==> src/rtl/mips_pkg.sv <==
// Shared definitions for the fetch/decode pipeline.
//   F2D_W / D2F_W        : channel widths of fetch->decode and decode->fetch
//   F2D_INSTR_HI/LO      : instruction field inside the f2d word
//   D2F_REDIR_BIT        : redirect-enable bit inside the d2f word
//   fetch_state_t        : state encoding of the fetch FSM
package mips_pkg;

    localparam int F2D_W         = 64;
    localparam int D2F_W         = 33;
    localparam int F2D_INSTR_HI  = 63;
    localparam int F2D_INSTR_LO  = 32;
    localparam int D2F_REDIR_BIT = 32;

    typedef enum logic [2:0] {
        FS_IDLE  = 3'd0,
        FS_READ  = 3'd1,
        FS_CAPT  = 3'd2,
        FS_RESP  = 3'd3,
        FS_REDIR = 3'd4
    } fetch_state_t;

endpackage

==> src/rtl/hs_sync.sv <==
// Two-flop synchroniser for a single handshake request line.
//   clk : destination clock
//   rst : asynchronous, active-high reset (clears both flops to 0)
//   d   : asynchronous input
//   q   : synchronised output, two clk cycles behind d
module hs_sync (
    input  logic clk,
    input  logic rst,
    input  logic d,
    output logic q
);

    logic [1:0] sync_reg;

    always_ff @(posedge clk or posedge rst) begin
        if (rst) begin
            sync_reg <= 2'b00;
        end else begin
            sync_reg <= {sync_reg[0], d};
        end
    end

    assign q = sync_reg[1];

endmodule

==> src/rtl/fetch_stage.sv <==
// Instruction fetch stage, directly upstream of decode.
// Serves decode's instruction requests (f2d channel) from a synchronous
// instruction memory and accepts branch/jump redirects (d2f channel).
// Fetch is passive on both channels: decode drives *_R, fetch drives *_A,
// both using 4-phase return-to-zero handshakes.
//
// Ports:
//   clk        : clock, all state on the rising edge
//   Z_R        : asynchronous active-high reset
//   f2d_top_R  : decode requests the next instruction
//   f2d_top_A  : fetch acknowledge; f2d_top valid while high
//   f2d_top    : {instr[31:0], zeros, next_pc[ADDR_W-1:0]}
//   d2f_R      : decode presents a redirect
//   d2f        : {redirect_en, target[31:0]}
//   d2f_A      : fetch acknowledges the redirect
//   imem_rd    : instruction memory read strobe
//   imem_addr  : word address pc[ADDR_W-1:2]
//   imem_data  : read data, valid the cycle after imem_rd
//
// Build option: define FETCH_SYNC_EN to pass both request lines through a
// 2-flop synchroniser (adds 2 cycles to every request-edge reaction and
// allows the requests to be asynchronous to clk).
module fetch_stage
    import mips_pkg::*;
#(
    parameter int          ADDR_W   = 10,
    parameter logic [31:0] RESET_PC = 32'h0000_0000
) (
    input  logic              clk,
    input  logic              Z_R,
    input  logic              f2d_top_R,
    output logic              f2d_top_A,
    output logic [F2D_W-1:0]  f2d_top,
    input  logic              d2f_R,
    input  logic [D2F_W-1:0]  d2f,
    output logic              d2f_A,
    output logic              imem_rd,
    output logic [ADDR_W-3:0] imem_addr,
    input  logic [31:0]       imem_data
);

    fetch_state_t      state_reg;
    logic [ADDR_W-1:0] pc_reg;
    logic [ADDR_W-1:0] pc_inc;
    logic [F2D_W-1:0]  f2d_next;
    logic [1:0]        req_raw;
    logic [1:0]        req_fsm;
    logic              f2d_req;
    logic              d2f_req;
    logic              unused_d2f;

    // Request lines packed as {d2f, f2d} so both paths share one structure.
    assign req_raw = {d2f_R, f2d_top_R};

`ifdef FETCH_SYNC_EN
    generate
        for (genvar gi = 0; gi < 2; gi++) begin : g_req_sync
            hs_sync u_sync (
                .clk (clk),
                .rst (Z_R),
                .d   (req_raw[gi]),
                .q   (req_fsm[gi])
            );
        end
    endgenerate
`else
    assign req_fsm = req_raw;
`endif

    assign f2d_req = req_fsm[0];
    assign d2f_req = req_fsm[1];

    // Only target bits [ADDR_W-1:2] reach the pc; the rest are ignored.
    assign unused_d2f = ^d2f[31:0];

    // Wraps modulo 2^ADDR_W by construction of the width.
    assign pc_inc = pc_reg + {{(ADDR_W-3){1'b0}}, 3'b100};

    // Response word: instruction on top, zero-extended next pc below.
    always_comb begin
        f2d_next = '0;
        f2d_next[F2D_INSTR_HI:F2D_INSTR_LO] = imem_data;
        f2d_next[ADDR_W-1:0]                = pc_inc;
    end

    always_ff @(posedge clk or posedge Z_R) begin
        if (Z_R) begin
            state_reg <= FS_IDLE;
            pc_reg    <= RESET_PC[ADDR_W-1:0];
            f2d_top_A <= 1'b0;
            d2f_A     <= 1'b0;
            f2d_top   <= '0;
            imem_rd   <= 1'b0;
            imem_addr <= RESET_PC[ADDR_W-1:2];
        end else begin
            case (state_reg)
                FS_IDLE: begin
                    // Redirect wins a tie so the next fetch uses the target.
                    if (d2f_req) begin
                        d2f_A     <= 1'b1;
                        state_reg <= FS_REDIR;
                        if (d2f[D2F_REDIR_BIT]) begin
                            pc_reg <= {d2f[ADDR_W-1:2], 2'b00};
                        end
                    end else if (f2d_req) begin
                        imem_rd   <= 1'b1;
                        imem_addr <= pc_reg[ADDR_W-1:2];
                        state_reg <= FS_READ;
                    end
                end
                FS_READ: begin
                    imem_rd   <= 1'b0;
                    state_reg <= FS_CAPT;
                end
                FS_CAPT: begin
                    // Data is registered a full cycle before A rises.
                    f2d_top   <= f2d_next;
                    state_reg <= FS_RESP;
                end
                FS_RESP: begin
                    if (!f2d_top_A) begin
                        f2d_top_A <= 1'b1;
                    end else if (!f2d_req) begin
                        f2d_top_A <= 1'b0;
                        pc_reg    <= pc_inc;
                        state_reg <= FS_IDLE;
                    end
                end
                FS_REDIR: begin
                    if (!d2f_req) begin
                        d2f_A     <= 1'b0;
                        state_reg <= FS_IDLE;
                    end
                end
                default: begin
                    state_reg <= FS_IDLE;
                end
            endcase
        end
    end

endmodule

==> config.mk <==
export PLATFORM = sky130hd
export DESIGN_NAME = fetch_stage
export DESIGN_NICKNAME = d
export VERILOG_FILES = /design/src/rtl/mips_pkg.sv /design/src/rtl/hs_sync.sv /design/src/rtl/fetch_stage.sv
export SDC_FILE = /design/constraint.sdc
export NUM_CORES = 1
export LEC_CHECK = 0
export BUFFER_PORTS_ARGS = -buffer_cell sky130_fd_sc_hd__buf_2
export CAP_MARGIN = 0
export CORE_MARGIN = 3
export CORE_UTILIZATION = 45
export CTS_BUF_LIST = sky130_fd_sc_hd__clkbuf_16
export DETAILED_ROUTE_END_ITERATION = 12
export PLACE_DENSITY = 0.79
export SLEW_MARGIN = 20
export SYNTH_ARGS = -nofsm -noshare
export SYNTH_HDL_FRONTEND = slang
export SYNTH_SLANG_ARGS = --single-unit
==> constraint.sdc <==
create_clock -name clk -period 1.9 [get_ports clk]
set_input_delay 0.19 -clock clk [delete_from_list [all_inputs] [get_ports clk]]
set_output_delay 0.19 -clock clk [all_outputs]
set_load 0.03 [all_outputs]
==> metrics.csv, run 1 <==
stage,metric,value,unit
synth,Yosys warning total,0,
global_route,initial antenna violation count,0,
floorplanning,Initial Util,0.470,
floorplanning,Rows,28,
sta,Final Max Tran Viols,0,
route,TritonRoute pass-1 iters,3,
synth,Seq cells post-synth,62,
global_route,number of global-route vias before repair,1953,
cts,CTS Sinks,62,
floorplanning,Core Region,5960,um^2
sta,crit share post-route,0.844,
route,WL per Instance,13.8,um
synth,cell with the most instances after synthesis,dfrtp_1,
layout,NumNets Final,399,
floorplanning,Die H,84.9,um
global_route,first-pass GRT wire length,9340,um
synth,Syn Inst Count,230,
setup_path,Setup CP Type,reg -> reg,
setup_path,Crit path max-delay family,flip-flops,
synth,Post-synth ARST share,1.00,
route,1st-iter DRT viols,94,
cts,TritonCTS clock tree,done,
sta,Clock Skews,0.00635,ns
floorplanning,I/O Pins,144,
placed_design,IO buf count,95,
cts,CTS H-Tree Depth,3,
layout,area of the multi-input gates,1060,um^2
min_path,worst hold path depth,2,
placed_design,GPL Wtd Cong,0.780,
pwr,Peak VDD IR,1.03,mV
synth,"area leader, netlist",dfrtp_1,
pwr,PD cells,2080,nW/um^2
layout,"Core Util, Final",0.596,
synth,post-synth top area share,0.554,
route,post-route ant nets,0,
cts,Root Buffer,clkbuf_16,
setup_path,Critical Path Start,state_reg[1],
route,WL final,5630,um
setup_path,Worst Path Required,2.10,ns
pwr,leakage power,1.73,nW
layout,layout cells sized above 1,0.476,
setup_path,critical path endpoint category,flop,
sta,final setup violating endpoints,0,
sta,Period minus WS final,1.60,ns
setup_path,"Critical Path, Cell by Cell",nor3b_2 -> buf_12 -> mux2_2,
layout,fill cell count,509,
cts,"Clk pin slew, worst setup/hold paths",0.05,ns
synth,Post-synth EDFFs,0,
setup_path,CP Data Arrival Time,1.80,ns
setup_path,r2r startpoint,state_reg[1],
synth,"Top FF cell, synth",dfrtp_1,
route,Via density,4.77,
global_route,GRT Residual Overflow,0,
min_path,Worst Hold Path EP,f2d_top[52],
setup_path,reg-to-reg endpoint,f2d_top[39],
setup_path,Startpoint Class,flop,
flow_run,total of max-cap violations,0,
sta,RSZ-0062 raised after global routing,false,
global_route,GRT Overall Usage,0.168,
placed_design,dpl hpwl,4180,um
sta,final hold vios,0,
outcome,status,"finished, final reports clean",
synth,ranking of synthesized cells by area,"dfrtp_1 (55%), mux2_2 (16%), buf_4 (8.3%), a21oi_1 (2.5%), o21ai_0 (1.6%)",
min_path,worst min path class,in -> reg,
floorplanning,Die ar.,7200,um^2
setup_path,FF-to-FF path depth,3,
floorplanning,Die Wd,84.9,um
synth,top cells by instance count after synthesis,"dfrtp_1 (62), mux2_2 (40), buf_4 (31), a21oi_1 (14), nor2_1 (12)",
cts,clk buf depth,2,
layout,max reg flops,40,
min_path,worst min-delay path startpoint,imem_data[20],
layout,Synth-to-Final Area Change,26.8,%
cts,TritonCTS buffer count,9,
setup_path,r2r setup slk,0.30,ns
setup_path,Critical Path Max Stage Delay,0.51,ns
route,Vias,1950,
synth,post-synthesis cell type count,39,
sta,Final TNS setup,0,ns
layout,# diodes,0,
cts,worst skew pair latency,0.32,ns
setup_path,Critical path buffers and inverters,1,
setup_path,crit-path max FO,46,
global_route,largest net degree at the start of global routing,47,
sta,f_max,624,MHz
setup_path,CP max-delay cell,dfrtp_1,
synth,Mapped Avg Cell Area,12.2,um^2
layout,FF+latch area,1550,um^2
synth,portion of the post-synthesis area used by sequential elements,0.554,
route,drt drc,0,
synth,Netlist Area Pre-Place,2800,um^2
cells by family (layout without fill, tap and decap cells):
logic type               count (synthesis)  after routing  synth area share
buffers and inverters                   39            120            0.0979
multiplexers                            41             41             0.165
other                                    1             24           0.00134
flip-flops                              62             62             0.554
AND/OR/NAND/NOR                         44             44            0.0840
adder cells (fa/ha/maj)                  1              1           0.00447
XOR/XNOR                                 5              5            0.0156
AO/OA/AOI/OAI                           37             37            0.0778
timing repair:
action / CTS / global route
buffers inserted: 0 / 0
gates resized for setup: 0 / 0
hold buffers: 1 / 0
hold endpoints to repair: 62 / 0
stage by stage:
step	cells	worst slack, ns	instance area [um^2]	hold slack (ns)	total power [W]
floorplan	253	0.169	2890	0.317	0.00505
global placement	392	0.355	3260	0.246	0.00580
detailed placement	392	0.298	3260	0.242	0.00591
CTS	409	0.293	3550	0.0826	0.00747
global route	409	0.193	3550	0.0872	0.00787
finish	409	0.297	3550	0.0945	0.00737
report_power, final:
group	total, W	switching [W]	internal [W]
logic	0.00344	0.00214	0.00130
registers	0.00241	0.000433	0.00198
clock network	0.00153	0.000533	0.000993
total	0.00737	0.00310	0.00427
worst max path at each step:
| stage | to | depth (start not counted) | slack [ns] |
|---|---|---|---|
| floorplan | d2f_A | 1 | 0.17 |
| global placement | f2d_top[59] | 3 | 0.35 |
| detailed placement | f2d_top[56] | 3 | 0.30 |
| CTS | f2d_top[56] | 3 | 0.29 |
| global route | pc_reg[4] | 4 | 0.19 |
| finish | f2d_top[39] | 3 | 0.30 |
routing by layer:
layer  GRT usage  up-vias  routed length [um]
li1            -      948                   -
met3      0.0524       13                 343
met2       0.283       62                2850
met5           0        -                   0
met4      0.0748        0                 129
met1       0.198      927                2300
cells in the final DEF, fill, tap and decap left out, drive strengths merged, types with 2 or more instances in the layout:
cell and n:
inv 7, xnor2 3, mux2 40, a31oi 2, a21oi 14, a2bb2oi 2, and3 2, xor2 2
nor3 2, conb 24, o21bai 2, and2 2, nor2 12, clkbuf 9, nand3 6, dfrtp 62
nor3b 2, o21ai 12, o22ai 2, buf 99, clkinv 2, nand2 10
cell type report:
type,count,share of cell area
Timing Repair Buffer,100,0.152
Multi-Input combinational cell,152,0.300
Clock inverter,7,0.0166
Tap cell,75,0.0264
Sequential cell,62,0.437
Clock buffer,9,0.0634
Inverter,4,0.00423
Power figures use the tool's default switching activity.
==> run 2, diff against run 1 <==
Clock period 1.9 ns to 1.55 ns, I/O delays scaled along.
==> run 2 against run 1 <==
Against the previous run: wire length rose by 5.1%; largest power group unchanged; highest routed layer unchanged; worst setup slack worse by 0.22 ns; utilization grew 1.5 points; power is 24% higher; hold slack worse by 0.027 ns; via count increased by 3.0%.
==> metrics.csv, run 2 (synthesis results as in run 1) <==
stage,metric,value,unit
outcome,status,"finished, final reports clean",
layout,layout cells sized above 1,0.497,
sta,Clock Skews,0.00579,ns
cts,TritonCTS clock tree,done,
setup_path,critical path endpoint category,flop,
sta,final hold vios,0,
floorplanning,Die ar.,7200,um^2
layout,fill cell count,483,
setup_path,crit-path max FO,10,
min_path,worst hold path depth,2,
floorplanning,Die H,84.9,um
route,post-route ant nets,0,
layout,"commonest cells after routing, fill and taps aside","buf_2 (95), dfrtp_1 (59), mux2_2 (40), conb_1 (24), a21oi_1 (13)",
placed_design,pre-CTS setup slack,-0.0191,ns
pwr,PD cells,2510,nW/um^2
setup_path,Setup CP Type,reg -> reg,
layout,NumNets Final,410,
route,WL final,5910,um
layout,# diodes,0,
route,Via density,4.79,
layout,max reg flops,40,
placed_design,IO buf count,95,
floorplanning,I/O Pins,144,
sta,setup ws final,0.0720,ns
cts,clk buf depth,2,
sta,worst rel slew slack,0.637,
layout,area of the multi-input gates,1090,um^2
sta,worst slew pin tran,0.543,ns
placed_design,placed cell areas,3330,um^2
placed_design,dpl hpwl,4330,um
layout,Synth-to-Final Area Change,30.1,%
global_route,initial antenna violation count,0,
floorplanning,Initial Util,0.470,
setup_path,Startpoint Class,flop,
setup_path,FF-to-FF path depth,3,
cts,Root Buffer,clkbuf_16,
pwr,Peak VDD IR,1.26,mV
cts,worst skew pair latency,0.32,ns
sta,Period minus WS final,1.48,ns
layout,FF+latch area,1560,um^2
global_route,number of global-route vias before repair,2079,
global_route,largest net degree at the start of global routing,29,
sta,crit share post-route,0.954,
floorplanning,Rows,28,
floorplanning,Die Wd,84.9,um
layout,final instance area,3640,um^2
cts,CTS H-Tree Depth,3,
global_route,GRT Overall Usage,0.170,
placed_design,GPL Wtd Cong,0.787,
cts,TritonCTS buffer count,9,
sta,f_max,677,MHz
route,1st-iter DRT viols,65,
floorplanning,Core Region,5960,um^2
sta,Final Max Tran Viols,0,
sta,final setup violating endpoints,0,
flow_run,total of max-cap violations,0,
min_path,worst min path class,in -> reg,
layout,"commonest non-fill, non-tap cell in the layout",buf_2,
setup_path,Worst Path Required,1.75,ns
route,TritonRoute pass-1 iters,4,
setup_path,CP Data Arrival Time,1.67,ns
cts,CTS Sinks,62,
route,drt drc,0,
global_route,first-pass GRT wire length,9710,um
cts,"Clk pin slew, worst setup/hold paths",0.05,ns
route,WL per Instance,14.1,um
global_route,GRT Residual Overflow,0,
route,Vias,2008,
pwr,leakage power,1.78,nW
run 2: path summary, 6_finish.rpt:
check                      slack (ns)     startpoint           end
hold reg to reg                  0.48   imem_addr[2]  imem_addr[2]
min in group asynchronous        0.43            Z_R   f2d_top[52]
setup reg to reg                 0.07   state_reg[0]   f2d_top[50]
hold / removal                   0.07  imem_data[30]   f2d_top[62]
setup / recovery                 0.07   state_reg[0]   f2d_top[50]
max in group asynchronous        0.58            Z_R   f2d_top[54]
run 2: timing repair:
action | CTS | global route
setup buffers | 0 | 1
setup endpoints to repair | 22 | 43
cloned | 0 | 1
pin swaps | 0 | 1
hold buffers | 1 | 0
resized for setup | 3 | 10
endpoints found under the hold margin | 22 | 0
run 2: power breakdown:
group,internal (W),switching [W],total (W)
clock,0.00104,0.000629,0.00167
sequential,0.00243,0.000530,0.00296
combinational,0.00179,0.00272,0.00451
run 2: stage by stage:
step	total power (W)	hold slack, ns	util	std cells	TNS [ns]
2_1_floorplan	0.00619	0.274	-	253	0
3_3_place_gp	0.00723	0.225	0.559	401	0
3_5_place_dp	0.00739	0.232	0.559	401	-0.197
4_1_cts	0.00911	0.0608	0.604	417	0
5_1_grt	0.00971	0.0656	0.611	419	-0.000423
6_report	0.00913	0.0671	0.611	419	0
run 2: layout make-up:
type / count / share of cell area
Clock buffer: 9 / 0.0619
Clock inverter: 6 / 0.00653
Inverter: 4 / 0.00515
Sequential cell: 62 / 0.427
Tap cell: 75 / 0.0258
Multi-Input combinational cell: 152 / 0.299
Timing Repair Buffer: 111 / 0.174
run 2: critical path, cell delays in order, from the launching register on:
cell     delay, ns
dfrtp_2       0.48
nor3b_4       0.28
buf_4         0.25
mux2_2        0.35
run 2: layer usage:
metal  vias to the layer above  wire length, um  track usage
met5                         -                0            0
met4                         0               98       0.0619
met1                       957             2430        0.206
met3                        10              316       0.0408
li1                        978                -            -
met2                        63             3070        0.296
==> run 3, diff against run 2 <==
Settings changed: REMOVE_ABC_BUFFERS from default to 1.
==> run 3 against run 2 <==
Against the previous run: critical path depth unchanged; clock skew decreased by 0.00083 ns; combinational power rose by 1%; critical endpoint is now f2d_top[52].
==> metrics.csv, run 3 (synthesis results as in run 1) <==
stage,metric,value,unit
sta,Clock Skews,0.00496,ns
layout,layout cells sized above 1,0.513,
setup_path,Setup CP Type,reg -> reg,
global_route,first-pass GRT wire length,9200,um
sta,Period minus WS final,1.51,ns
floorplanning,Core Region,5960,um^2
setup_path,CP Data Arrival Time,1.70,ns
sta,final setup violating endpoints,0,
route,Via density,4.75,
layout,"commonest non-fill, non-tap cell in the layout",buf_2,
route,Vias,1993,
pwr,PD cells,2590,nW/um^2
sta,Final Max Tran Viols,0,
route,WL final,5670,um
min_path,worst min path class,in -> reg,
placed_design,IO buf count,95,
sta,crit share post-route,0.977,
floorplanning,Rows,28,
sta,worst hold slack,0.0725,ns
floorplanning,I/O Pins,144,
global_route,largest net degree at the start of global routing,63,
sta,setup ws final,0.0361,ns
sta,final hold vios,0,
floorplanning,Die H,84.9,um
cts,Root Buffer,clkbuf_16,
pwr,sw frac,0.400,
flow_run,total of max-cap violations,0,
setup_path,Worst Path Required,1.74,ns
global_route,GRT Residual Overflow,0,
floorplanning,Die ar.,7200,um^2
global_route,number of global-route vias before repair,1932,
pwr,Net Sw Power,0.00387,W
placed_design,dpl hpwl,3960,um
route,met1 wire length,2360,um
route,met2 routed WL,2810,um
cts,TritonCTS buffer count,9,
route,Max Used Layer,met4,
layout,NumNets Final,410,
route,drt drc,0,
setup_path,crit-path max FO,10,
setup_path,r2r startpoint,state_reg[2],
setup_path,Critical Path Start,state_reg[2],
layout,# diodes,0,
route,post-route ant nets,0,
pwr,Comb pwr share,0.472,
layout,Synth-to-Final Area Change,33.5,%
pwr,Int Power,0.00580,W
layout,"Core Util, Final",0.628,
global_route,initial antenna violation count,0,
cts,clk buf depth,2,
outcome,status,"finished, final reports clean",
floorplanning,Die Wd,84.9,um
route,met3 WL,444,um
global_route,GRT Overall Usage,0.160,
route,WL per Instance,13.5,um
route,1st-iter DRT viols,55,
sta,f_max,661,MHz
setup_path,Startpoint Class,flop,
cts,worst skew pair latency,0.31,ns
cts,"Clk pin slew, worst setup/hold paths",0.05,ns
placed_design,pre-CTS setup slack,-0.0264,ns
min_path,worst min-delay path startpoint,imem_data[21],
sta,RSZ-0062 raised after global routing,true,
setup_path,critical path endpoint category,flop,
layout,max reg flops,40,
cts,CTS Sinks,62,
route,TritonRoute pass-1 iters,4,
pwr,Peak VDD IR,1.29,mV
layout,"commonest cells after routing, fill and taps aside","buf_2 (95), dfrtp_1 (58), mux2_2 (37), conb_1 (24), a21oi_1 (13)",
pwr,clock network power share,0.225,
placed_design,GPL Wtd Cong,0.821,
cts,TritonCTS clock tree,done,
floorplanning,Initial Util,0.470,
cts,CTS H-Tree Depth,3,
pwr,leakage power,1.83,nW
pwr,sequential share of power,0.303,
sta,Final TNS setup,0,ns
run 3: cell count changes in the layout (fill, tap and decap cells not counted), sizes merged:
cell	previous run	this run
clkinv	3	2
bufinv	0	3
clkinvlp	1	0
run 3: per-stage QoR:
| step | power, W | area (um^2) | cells |
|---|---|---|---|
| final | 0.00967 | 3740 | 420 |
| after global placement | 0.00718 | 3300 | 400 |
| after CTS | 0.00956 | 3650 | 417 |
| after floorplan | 0.00582 | 2630 | 218 |
| after detailed placement | 0.00731 | 3300 | 400 |
| after global routing | 0.0103 | 3740 | 420 |
run 3: layout make-up:
| class | instances | area (um^2) |
|---|---|---|
| Tap cell | 75 | 93.8 |
| Sequential cell | 62 | 1560 |
| Timing Repair Buffer | 111 | 631 |
| Clock buffer | 9 | 225 |
| Multi-Input combinational cell | 152 | 1110 |
| Fill cell | 467 | 2220 |
| Clock inverter | 7 | 105 |
| Inverter | 4 | 15.0 |
run 3: repair_timing:
| action | CTS | global route |
|---|---|---|
| resized for setup | 2 | 19 |
| hold buffers | 1 | 0 |
| setup endpoints to repair | 16 | 32 |
| gates cloned | 0 | 1 |
| buffers inserted | 0 | 2 |
| pin swaps | 0 | 1 |
| endpoints found under the hold margin | 62 | 0 |
run 3: critical path, cell delays in order (launching register included):
cell and delay, ns:
dfrtp_2 0.47, nor3b_4 0.36, buf_6 0.21, mux2_2 0.35
run 3: routing by layer:
layer / track usage / up-vias
met5: 0 / -
met4: 0.0561 / 0
met3: 0.0330 / 8
met2: 0.263 / 88
met1: 0.210 / 925
li1: - / 972
run 3: worst paths after layout:
| kind | endpoint | slack (ns) | cells after the start |
|---|---|---|---|
| hold reg to reg | imem_addr[2] | 0.48 | 2 |
| max in group asynchronous | state_reg[0] | 0.81 | 4 |
| min in group asynchronous | f2d_top[36] | 0.46 | 4 |
| setup / recovery | f2d_top[52] | 0.04 | 3 |
| hold / removal | f2d_top[53] | 0.07 | 2 |
| setup reg to reg | f2d_top[52] | 0.04 | 3 |
run 3: power by group through the flow:
stage	combinational (W)	sequential, W	clock (W)
CTS	0.00440	0.00292	0.00224
global route	0.00491	0.00306	0.00232
detailed placement	0.00437	0.00294	0
floorplan	0.00159	0.00423	0
finish	0.00456	0.00293	0.00218
global placement	0.00428	0.00290	0
